`src/rtl/tm_pkg.sv`:
```
// Shared constants, types and FSM encoding for the class-sum / argmax stage.
package tm_pkg;

  localparam int N_CLASS  = 12;
  localparam int N_CLAUSE = 160;
  localparam int SUM_W    = 16;
  localparam int W_W      = 9;
  localparam int CLS_W    = $clog2(N_CLASS);
  localparam int IDX_W    = $clog2(N_CLAUSE);

  typedef logic signed [SUM_W-1:0] csum_t;
  typedef logic signed [W_W-1:0]   weight_t;

  typedef enum logic [2:0] {
    IDLE,
    ACCUM,
    READ,
    DRAIN,
    ARGMAX,
    DONE
  } csa_state_t;

endpackage

```
`src/rtl/csum_add.sv`:
```
// Class-sum adder: csum_t plus sign-extended 9b weight.
// Saturates to the csum_t range when TM_CSUM_SAT_EN is defined, wraps otherwise.
module csum_add
  import tm_pkg::*;
(
  input  csum_t   a,
  input  weight_t w,
  output csum_t   y
);

`ifdef TM_CSUM_SAT_EN
  localparam csum_t SUM_MAX = {1'b0, {(SUM_W-1){1'b1}}};
  localparam csum_t SUM_MIN = {1'b1, {(SUM_W-1){1'b0}}};

  // One guard bit is enough: a 9b weight can overflow a 16b sum by at most one bit.
  logic signed [SUM_W:0] full;
  assign full = {a[SUM_W-1], a} + {{(SUM_W+1-W_W){w[W_W-1]}}, w};

  always_comb begin
    if (full[SUM_W] != full[SUM_W-1]) y = full[SUM_W] ? SUM_MIN : SUM_MAX;
    else                              y = full[SUM_W-1:0];
  end
`else
  assign y = a + csum_t'(w);
`endif

endmodule

```
`src/rtl/class_sum_argmax.sv`:
```
// Accumulates per-class weights of fired clauses from the weight bank, then scans
// for the argmax class. Optional saturation of sums: define TM_CSUM_SAT_EN.
module class_sum_argmax
  import tm_pkg::*;
#(
  parameter  int DEPTH_WEIGHT_BANK = 2048,
  localparam int AW                = $clog2(DEPTH_WEIGHT_BANK)
) (
  input  logic                  clk,
  input  logic                  rst,
  input  logic                  start,
  input  logic                  clause_valid,
  input  logic [IDX_W-1:0]      clause_idx,
  output logic                  clause_ready,
  input  logic                  frame_end,
  output logic [AW-1:0]         raddr_weight_bank,
  output logic                  ren_weight_bank,
  input  logic signed [W_W-1:0] weight_data,
  output logic                  busy,
  output logic                  result_valid,
  output logic [CLS_W-1:0]      result_class,
  output csum_t                 result_score
);

  csa_state_t       state, state_nx;
  logic [IDX_W-1:0] idx_q;
  logic [CLS_W-1:0] cls_cnt, cls_d, arg_cnt, best_cls, cand_cls;
  csum_t            best_score, cand_score, scan_val, add_y;
  csum_t            sums [N_CLASS];
  logic             pend_end, ren_d;
  logic             hs, idx_ok, last_cls, last_arg, take;
  logic [AW-1:0]    rd_addr;

  assign hs       = clause_valid && clause_ready;
  assign idx_ok   = clause_idx < IDX_W'(N_CLAUSE);
  assign last_cls = cls_cnt == CLS_W'(N_CLASS-1);
  assign last_arg = arg_cnt == CLS_W'(N_CLASS-1);
  assign rd_addr  = AW'(idx_q) * AW'(N_CLASS) + AW'(cls_cnt);

  // NOTE: sequential state uses non-blocking (<=) so every register samples pre-edge values.
  always_ff @(posedge clk) begin
    if (rst) state <= IDLE;
    else     state <= state_nx;
  end

  // NOTE: default assignment first in every always_comb so no path infers a latch.
  always_comb begin
    state_nx = state;
    unique case (state)
      IDLE:   if (start) state_nx = ACCUM;
      ACCUM: begin
        if (hs && idx_ok)  state_nx = READ;
        else if (frame_end) state_nx = DRAIN;
      end
      READ:   if (last_cls) state_nx = (pend_end || frame_end) ? DRAIN : ACCUM;
      DRAIN:  state_nx = ARGMAX;
      ARGMAX: if (last_arg) state_nx = DONE;
      DONE:   state_nx = IDLE;
      default: state_nx = IDLE;
    endcase
  end

  always_comb begin
    clause_ready      = (state == ACCUM);
    ren_weight_bank   = (state == READ);
    raddr_weight_bank = ren_weight_bank ? rd_addr : '0;
    busy              = (state != IDLE);
    result_valid      = (state == DONE);
  end

  // Clause sequencing, read-pipeline tags and the argmax scan.
  always_ff @(posedge clk) begin
    if (rst) begin
      idx_q        <= '0;
      cls_cnt      <= '0;
      cls_d        <= '0;
      ren_d        <= 1'b0;
      pend_end     <= 1'b0;
      arg_cnt      <= '0;
      best_cls     <= '0;
      best_score   <= '0;
      result_class <= '0;
      result_score <= '0;
    end else begin
      ren_d <= ren_weight_bank;
      if (ren_weight_bank) cls_d <= cls_cnt;
      unique case (state)
        IDLE: pend_end <= 1'b0;
        ACCUM: begin
          if (hs && idx_ok) begin
            idx_q    <= clause_idx;
            cls_cnt  <= '0;
            pend_end <= frame_end;
          end
        end
        READ: begin
          cls_cnt <= cls_cnt + 1'b1;
          if (frame_end) pend_end <= 1'b1;
        end
        DRAIN: arg_cnt <= '0;
        ARGMAX: begin
          best_cls   <= cand_cls;
          best_score <= cand_score;
          if (last_arg) begin
            arg_cnt      <= '0;
            result_class <= cand_cls;
            result_score <= cand_score;
          end else begin
            arg_cnt <= arg_cnt + 1'b1;
          end
        end
        default: ;
      endcase
    end
  end

  // Strict compare keeps the lowest index on ties.
  always_comb begin
    scan_val   = sums[arg_cnt];
    take       = (arg_cnt == '0) || (scan_val > best_score);
    cand_cls   = take ? arg_cnt  : best_cls;
    cand_score = take ? scan_val : best_score;
  end

  csum_add u_add (
    .a (sums[cls_d]),
    .w (weight_data),
    .y (add_y)
  );

  // NOTE: the sum array is reset explicitly, since reset must zero every class sum.
  always_ff @(posedge clk) begin
    if (rst) begin
      for (int k = 0; k < N_CLASS; k++) sums[k] <= '0;
    end else if (state == IDLE && start) begin
      for (int k = 0; k < N_CLASS; k++) sums[k] <= '0;
    end else if (ren_d) begin
      sums[cls_d] <= add_y;
    end
  end

endmodule
```
`config.mk`:
```
export PLATFORM = sky130hd
export DESIGN_NAME = class_sum_argmax
export DESIGN_NICKNAME = d
export VERILOG_FILES = /design/src/rtl/tm_pkg.sv /design/src/rtl/csum_add.sv /design/src/rtl/class_sum_argmax.sv
export SDC_FILE = /design/constraint.sdc
export NUM_CORES = 1
export LEC_CHECK = 0
export ABC_AREA = 1
export CAP_MARGIN = 20
export CORE_MARGIN = 4
export CORE_UTILIZATION = 60
export CTS_BUF_LIST = sky130_fd_sc_hd__clkbuf_8
export DETAILED_ROUTE_END_ITERATION = 10
export PLACE_DENSITY_LB_ADDON = 0.1
export SLEW_MARGIN = 25
export SYNTH_ARGS = -nofsm -noshare
export SYNTH_HDL_FRONTEND = slang
export SYNTH_SLANG_ARGS = --single-unit
```
`constraint.sdc`:
```
create_clock -name clk -period 5.8 [get_ports clk]
set_input_delay 1.16 -clock clk [delete_from_list [all_inputs] [get_ports clk]]
set_output_delay 1.16 -clock clk [all_outputs]
set_load 0.05 [all_outputs]
```
==> results of run 1 <==
[per-layer routing]
metal	GRT usage, %	part of all wire [%]	vias up
met3	7.60	12	147
li1	-	-	7506
met2	47.8	45	843
met5	0	0.052	-
met4	12.1	3.8	4
met1	40.9	39	7443
[cells by family (layout without fill, tap and decap cells)]
kind of cell               count (synthesis)  in the layout  synth area share, %
buffers and inverters                    427            460                 9.56
DFF                                      329            329                 49.7
adders and majority gates                 46             46                 3.25
xor gates and xnor gates                  16             16                0.925
AOI/OAI and AO/OA                        567            567                 17.3
and+or+nand+nor                          841            841                 19.2
[cells in the mapped netlist (all sizes together)]
master    n
nand3   184
nand4     2
nor2    310
nand3b    1
nor4      2
a21o      1
a32o      1
a21oi   238
inv     271
o21a      2
xnor2     6
a211o     1
o21ai   216
a211oi    1
o31ai     1
o211ai   72
buf      85
edfxtp  256
clkinv    1
nor3      8
o221ai   25
or2       5
o21bai    2
xor2     10
dfxtp    73
o22ai     5
fa        3
nand2   329
clkbuf   70
a21boi    2
ha       43
[worst register-to-register path, stage by stage, from the launching register on]
cell,delay [ps]
dfxtp_4,1000
buf_4,550
nand2_1,100
o211ai_1,110
nand3_1,150
nand3_1,160
nand2_1,190
ha_1,400
nand2_1,70
inv_1,60
nand3_1,90
nor2_1,220
nand2_1,110
nand2_1,80
nand2_1,50
nand3_1,80
nand2_1,460
nand2_1,280
nand3_1,100
nand2_1,70
inv_1,30
[registers in the layout (all words and copies together), names as in the netlist, named ones only]
register	cells
state	3
sums	256
pend_end	1
cls_d	4
best_score	16
result_score	16
idx_q	8
arg_cnt	4
best_cls	4
cls_cnt	4
result_class	4
ren_d	1
[through the flow]
step	utilization [%]	cell area (um^2)
after floorplan	-	18400
after global placement	63.4	19000
after detailed placement	63.4	19000
after CTS	66.9	20000
after global routing	67.0	20100
final	67.0	20100
[power by group]
group          leakage, uW  internal, uW  switching, uW
Combinational      0.00417           895           2790
Sequential         0.00325          3200            175
Clock             0.000587          1040            955
[worst max path at each step]
stage,start,endpoint,slack (ps)
global route,flop,result_score[15]$_SDFFE_PP0P_,850
CTS,idx_q[1]$_SDFFE_PP0P_,raddr_weight_bank[10],1210
detailed placement,flop,sums[13][12]$_DFFE_PP_,1410
global placement,flop,sums[12][12]$_DFFE_PP_,1500
floorplan,rst,sums[15][0]$_DFFE_PP_,2160
finish,idx_q[1]$_SDFFE_PP0P_,raddr_weight_bank[10],1260
[layout make-up]
cell class	count	area, um^2	area share [%]
clock buffer	57	785	3.91
clock inverter	44	254	1.27
inverter	272	1020	5.09
multi-input combinational	1470	7520	37.5
sequential	329	9160	45.7
tap	390	488	2.43
timing repair buffer	87	838	4.18
==> impl_results.md, run 1 <==
* Core area at 30,000 um^2
* Root Driver: clkbuf_8
* CP required at 4640 ps
* Most frequent CP cell: nand2_1
* Site row count at 63
* Routed len/inst at 19.7 um
* Mapped Area at 18,400 um^2
* Synth unique cells at 49
* P per Cell Area at 451 nW/um^2
* Leak at 0.00801 uW
* WHS at 481 ps
* Status: finished clean
* DRC at 0
* Area growth from synthesis to layout at 9.11%
* GRT Util Overall at 30.4%
* Post-synth net total at 2,294
* Chip height at 183 um
* FMAX at 220 MHz
* Post-layout min period at 4540 ps
* TNS Setup at 0 ps
* Commonest non-fill, non-tap cells in the layout: nand2_1 (312), nor2_1 (299), inv_1 (272), edfxtp_1 (256), a21oi_1 (236)
* Hold endpoint: pend_end$_SDFFE_PP0P_
* Post-Place Worst Slack at 1410 ps
* Diode count at 0
* RSZ-0062 raised after global routing: no
* Avg Vias per Cell at 6.02
* Crit share post-route at 78.2%
* Initial antenna violation count at 2
* Sequential-to-total area share from yosys stat at 49.7%
* Hold_sp: pend_end$_SDFFE_PP0P_
* Crit path DAT at 3380 ps
* Dpl hpwl at 32,500 um
* CP max-delay cell: clkdlybuf4s50_1
* H-tree lvl count at 2
* Routability cong. at 0.898
* Post-DRT Antenna Nets at 0
* Final setup viols at 0
* Hold Buf Count CTS at 0
* Cts repair resizes at 0
* Critical path class: reg -> out
* Bufs and invs on worst path at 2
* Worst stage delay on the critical path at 810 ps
* Number of global-route vias before repair at 15,200
* Total Routed Length at 52,200 um
* Total Power at 9040 uW
* Placed cells at 2,547
* Synth area leaders: edfxtp_1 (42%), dfxtp_1 (7.9%), a21oi_1 (6.4%)
* Setup Skew at 35.4 ps
* First-pass GRT wire length at 80,600 um
* Commonest non-fill, non-tap cell in the layout: nand2_1
* R2R Path End: best_cls[0]$_SDFFE_PP0P_
* Worst Hold Path Cells at 2
* Avg Cell Area, Syn at 8.26 um^2
* Synthesized instance count at 2,226
* Starting Density at 61.4%
* Measured slew at the worst slew-check pin at 1050 ps
* Critical path depth at 13
* Clock Sinks at 329
* CTS Buffer Depth at 3
* Critical Path Source Type: flop
* HP Class: reg -> reg
* Crit-path cells: ha_1 -> fa_1 -> inv_1 -> nor2_1 -> nand2_1 -> nor2_1 -> nand2_1 -> nor2_1 -> nand2_1 -> nand2_1 -> nand2_1 -> nor2_1 -> clkdlybuf4s50_1
* DRT iter0 DRCs at 2,051
* IO buf count at 56
* Share of layout cells above drive strength 1 at 7.48%
* Filler cells at 2,512
* Peak VDD IR at 0.282 mV
* CTS Buf Count at 55
* Nets@finish at 2,283
* Fin. Hold Viols at 0
* Delay-heaviest family, CP: buffers and inverters
* Final Max Slew Viols at 0
* Synth warn at 0
* CP Max Fanout at 4
* Io pins at 57
* CTS clk-pin slew, worst paths at 60 ps
* Die area at 33,500 um^2
* Yosys top cell area share at 41.8%
* R2R cell count at 20
* TritonRoute pass-1 iters at 7
* CTS tree: done
* Vias at 15,900
* Final WS setup at 1260 ps
* Largest net degree at the start of global routing at 111
* Worst R2R Setup Slack at 1340 ps
* FF+latch count, synth at 329
* Post-CTS Setup Inserts at 0
* Clk Latency, worst-skew pair at 610 ps
* Rel. slew slack at 29.8%
* Die X at 183 um
* Leading area contributor after synthesis: edfxtp_1
* Critical Path Sink Type: primary output
* Non-Filler Instances at 2,649
* Total congestion overflow at 0
* Max cap viols at 0
Note: power is estimated with default switching activity, not from simulation.
==> run 2, diff against run 1 <==
--- a/config.mk
+++ b/config.mk
@@ -8,7 +8,7 @@
 export ABC_AREA = 1
 export CAP_MARGIN = 20
 export CORE_MARGIN = 4
-export CORE_UTILIZATION = 60
+export CORE_UTILIZATION = 58
 export CTS_BUF_LIST = sky130_fd_sc_hd__clkbuf_8
 export DETAILED_ROUTE_END_ITERATION = 10
 export PLACE_DENSITY_LB_ADDON = 0.1
==> constraint.sdc (replaced) <==
create_clock -name clk -period 4.05 [get_ports clk]
set_input_delay 0.81 -clock clk [delete_from_list [all_inputs] [get_ports clk]]
set_output_delay 0.81 -clock clk [all_outputs]
set_load 0.05 [all_outputs]
==> impl_results.md, run 2 (synthesis results as in run 1) <==
* CP max-delay cell: dlygate4sd2_1
* IO buf count at 56
* Largest net degree at the start of global routing at 79
* Die area at 34,600 um^2
* Total Routed Length at 54,100 um
* Die X at 186 um
* TritonRoute pass-1 iters at 6
* Most flop-heavy register: sums
* Io pins at 57
* Leak at 0.00839 uW
* First-pass GRT wire length at 83,200 um
* Crit share post-route at 95.0%
* Clock Sinks at 329
* Routability cong. at 0.976
* Number of global-route vias before repair at 15,200
* Design Area, Final at 20,600 um^2
* Avg Vias per Cell at 5.92
* Final WS setup at 203 ps
* Crit-path cells: ha_1 -> fa_1 -> nand3_1 -> nand2_1 -> or2_2 -> nand2_1 -> inv_1 -> nand2_1 -> o21ai_0 -> a21oi_1 -> dlygate4sd2_1
* TNS Setup at 0 ps
* Bufs and invs on worst path at 2
* Critical Path Sink Type: primary output
* Clk Latency, worst-skew pair at 590 ps
* GRT Util Overall at 31.1%
* Initial antenna violation count at 0
* Most frequent CP cell: nand2_1
* Vias at 16,100
* Critical path class: reg -> out
* Share of layout cells above drive strength 1 at 10.5%
* H-tree lvl count at 2
* Site row count at 64
* Diode count at 0
* Post-DRT Antenna Nets at 0
* Routed len/inst at 19.9 um
* Dpl hpwl at 35,400 um
* CTS tree: done
* Total Power at 13,100 uW
* Root Driver: clkbuf_8
* CTS clk-pin slew, worst paths at 60 ps
* Rel. slew slack at 48.4%
* Setup Skew at 16.5 ps
* CTS Buffer Depth at 3
* Critical Path Source Type: flop
* Crit path DAT at 3040 ps
* FMAX at 260 MHz
* Worst stage delay on the critical path at 550 ps
* Nets@finish at 2,346
* Core area at 30,900 um^2
* DRC at 0
* Delay-heaviest family, CP: adder cells
* Largest registers: sums: 256 flops, best_score: 16 flops, result_score: 16 flops
* Commonest non-fill, non-tap cell in the layout: nand2_1
* Post-layout min period at 3850 ps
* Status: finished clean
* Hold Buf Count CTS at 0
* Starting Density at 59.5%
* WHS at 482 ps
* Peak VDD IR at 0.413 mV
* Final Max Slew Viols at 0
* Final setup viols at 0
* Chip height at 186 um
* RSZ-0062 raised after global routing: no
* Area growth from synthesis to layout at 12.1%
* CP Max Fanout at 4
* Dpl cell area at 19,600 um^2
* HP Class: reg -> reg
* Commonest non-fill, non-tap cells in the layout: nand2_1 (312), nor2_1 (296), inv_1 (273), edfxtp_1 (256), a21oi_1 (236)
* Measured slew at the worst slew-check pin at 770 ps
* Max cap viols at 0
* CP required at 3240 ps
* Largest register FFs at 256
* Fin. Hold Viols at 0
* P per Cell Area at 636 nW/um^2
* Total congestion overflow at 0
* DRT iter0 DRCs at 1,698
* CTS Buf Count at 56
* Post-Place Worst Slack at 373 ps
==> run 2: layout make-up <==
class	count	area (um^2)
clock buffer	61	840
clock inverter	43	205
fill	2573	10300
inverter	272	1020
multi-input combinational	1470	7510
sequential	329	9160
tap	396	495
timing repair buffer	149	1390
==> run 2: routing by layer <==
metal | global-route usage (%) | routed length, um | part of all wire (%)
met1 | 42.3 | 21300 | 39
met2 | 48.2 | 24100 | 45
met3 | 7.43 | 6360 | 12
met4 | 12.4 | 2370 | 4.4
met5 | 0 | 0 | 0
==> run 2: path summary, 6_finish.rpt <==
check	startpoint	to	slack, ps	depth (start not counted)
max	idx_q[1]$_SDFFE_PP0P_	raddr_weight_bank[8]	200	11
min	pend_end$_SDFFE_PP0P_	pend_end$_SDFFE_PP0P_	480	2
max reg2reg	flop	sums[15][15]$_DFFE_PP_	300	15
min reg2reg	pend_end$_SDFFE_PP0P_	pend_end$_SDFFE_PP0P_	480	2
==> run 2: per-stage QoR <==
| stage | instances | utilization, % |
|---|---|---|
| 2_1_floorplan | 2226 | - |
| 3_3_place_gp | 2615 | 63.3 |
| 3_5_place_dp | 2615 | 63.3 |
| 4_1_cts | 2719 | 66.7 |
| 5_1_grt | 2720 | 66.7 |
| 6_report | 2720 | 66.7 |
==> run 2: repair_timing <==
| action | in CTS | in global routing |
|---|---|---|
| setup endpoints to repair | 4 | 21 |
| setup buffers | 0 | 1 |
| gates resized for setup | 4 | 5 |
| endpoints found under the hold margin | 0 | 0 |
| pin swaps | 0 | 0 |
==> run 2: power breakdown <==
group	total, uW	switching, uW	internal (uW)	leakage (uW)
Sequential	4780	223	4560	0.00325
Clock	2810	1360	1450	0.000615
Combinational	5520	4030	1490	0.00453
Total	13100	5610	7500	0.00839
==> run 2: worst min-delay path: cells and delay by family, from the launching register on <==
family / cells / cell delay (ps)
flops: 1 / 310
compound gates: 2 / 120
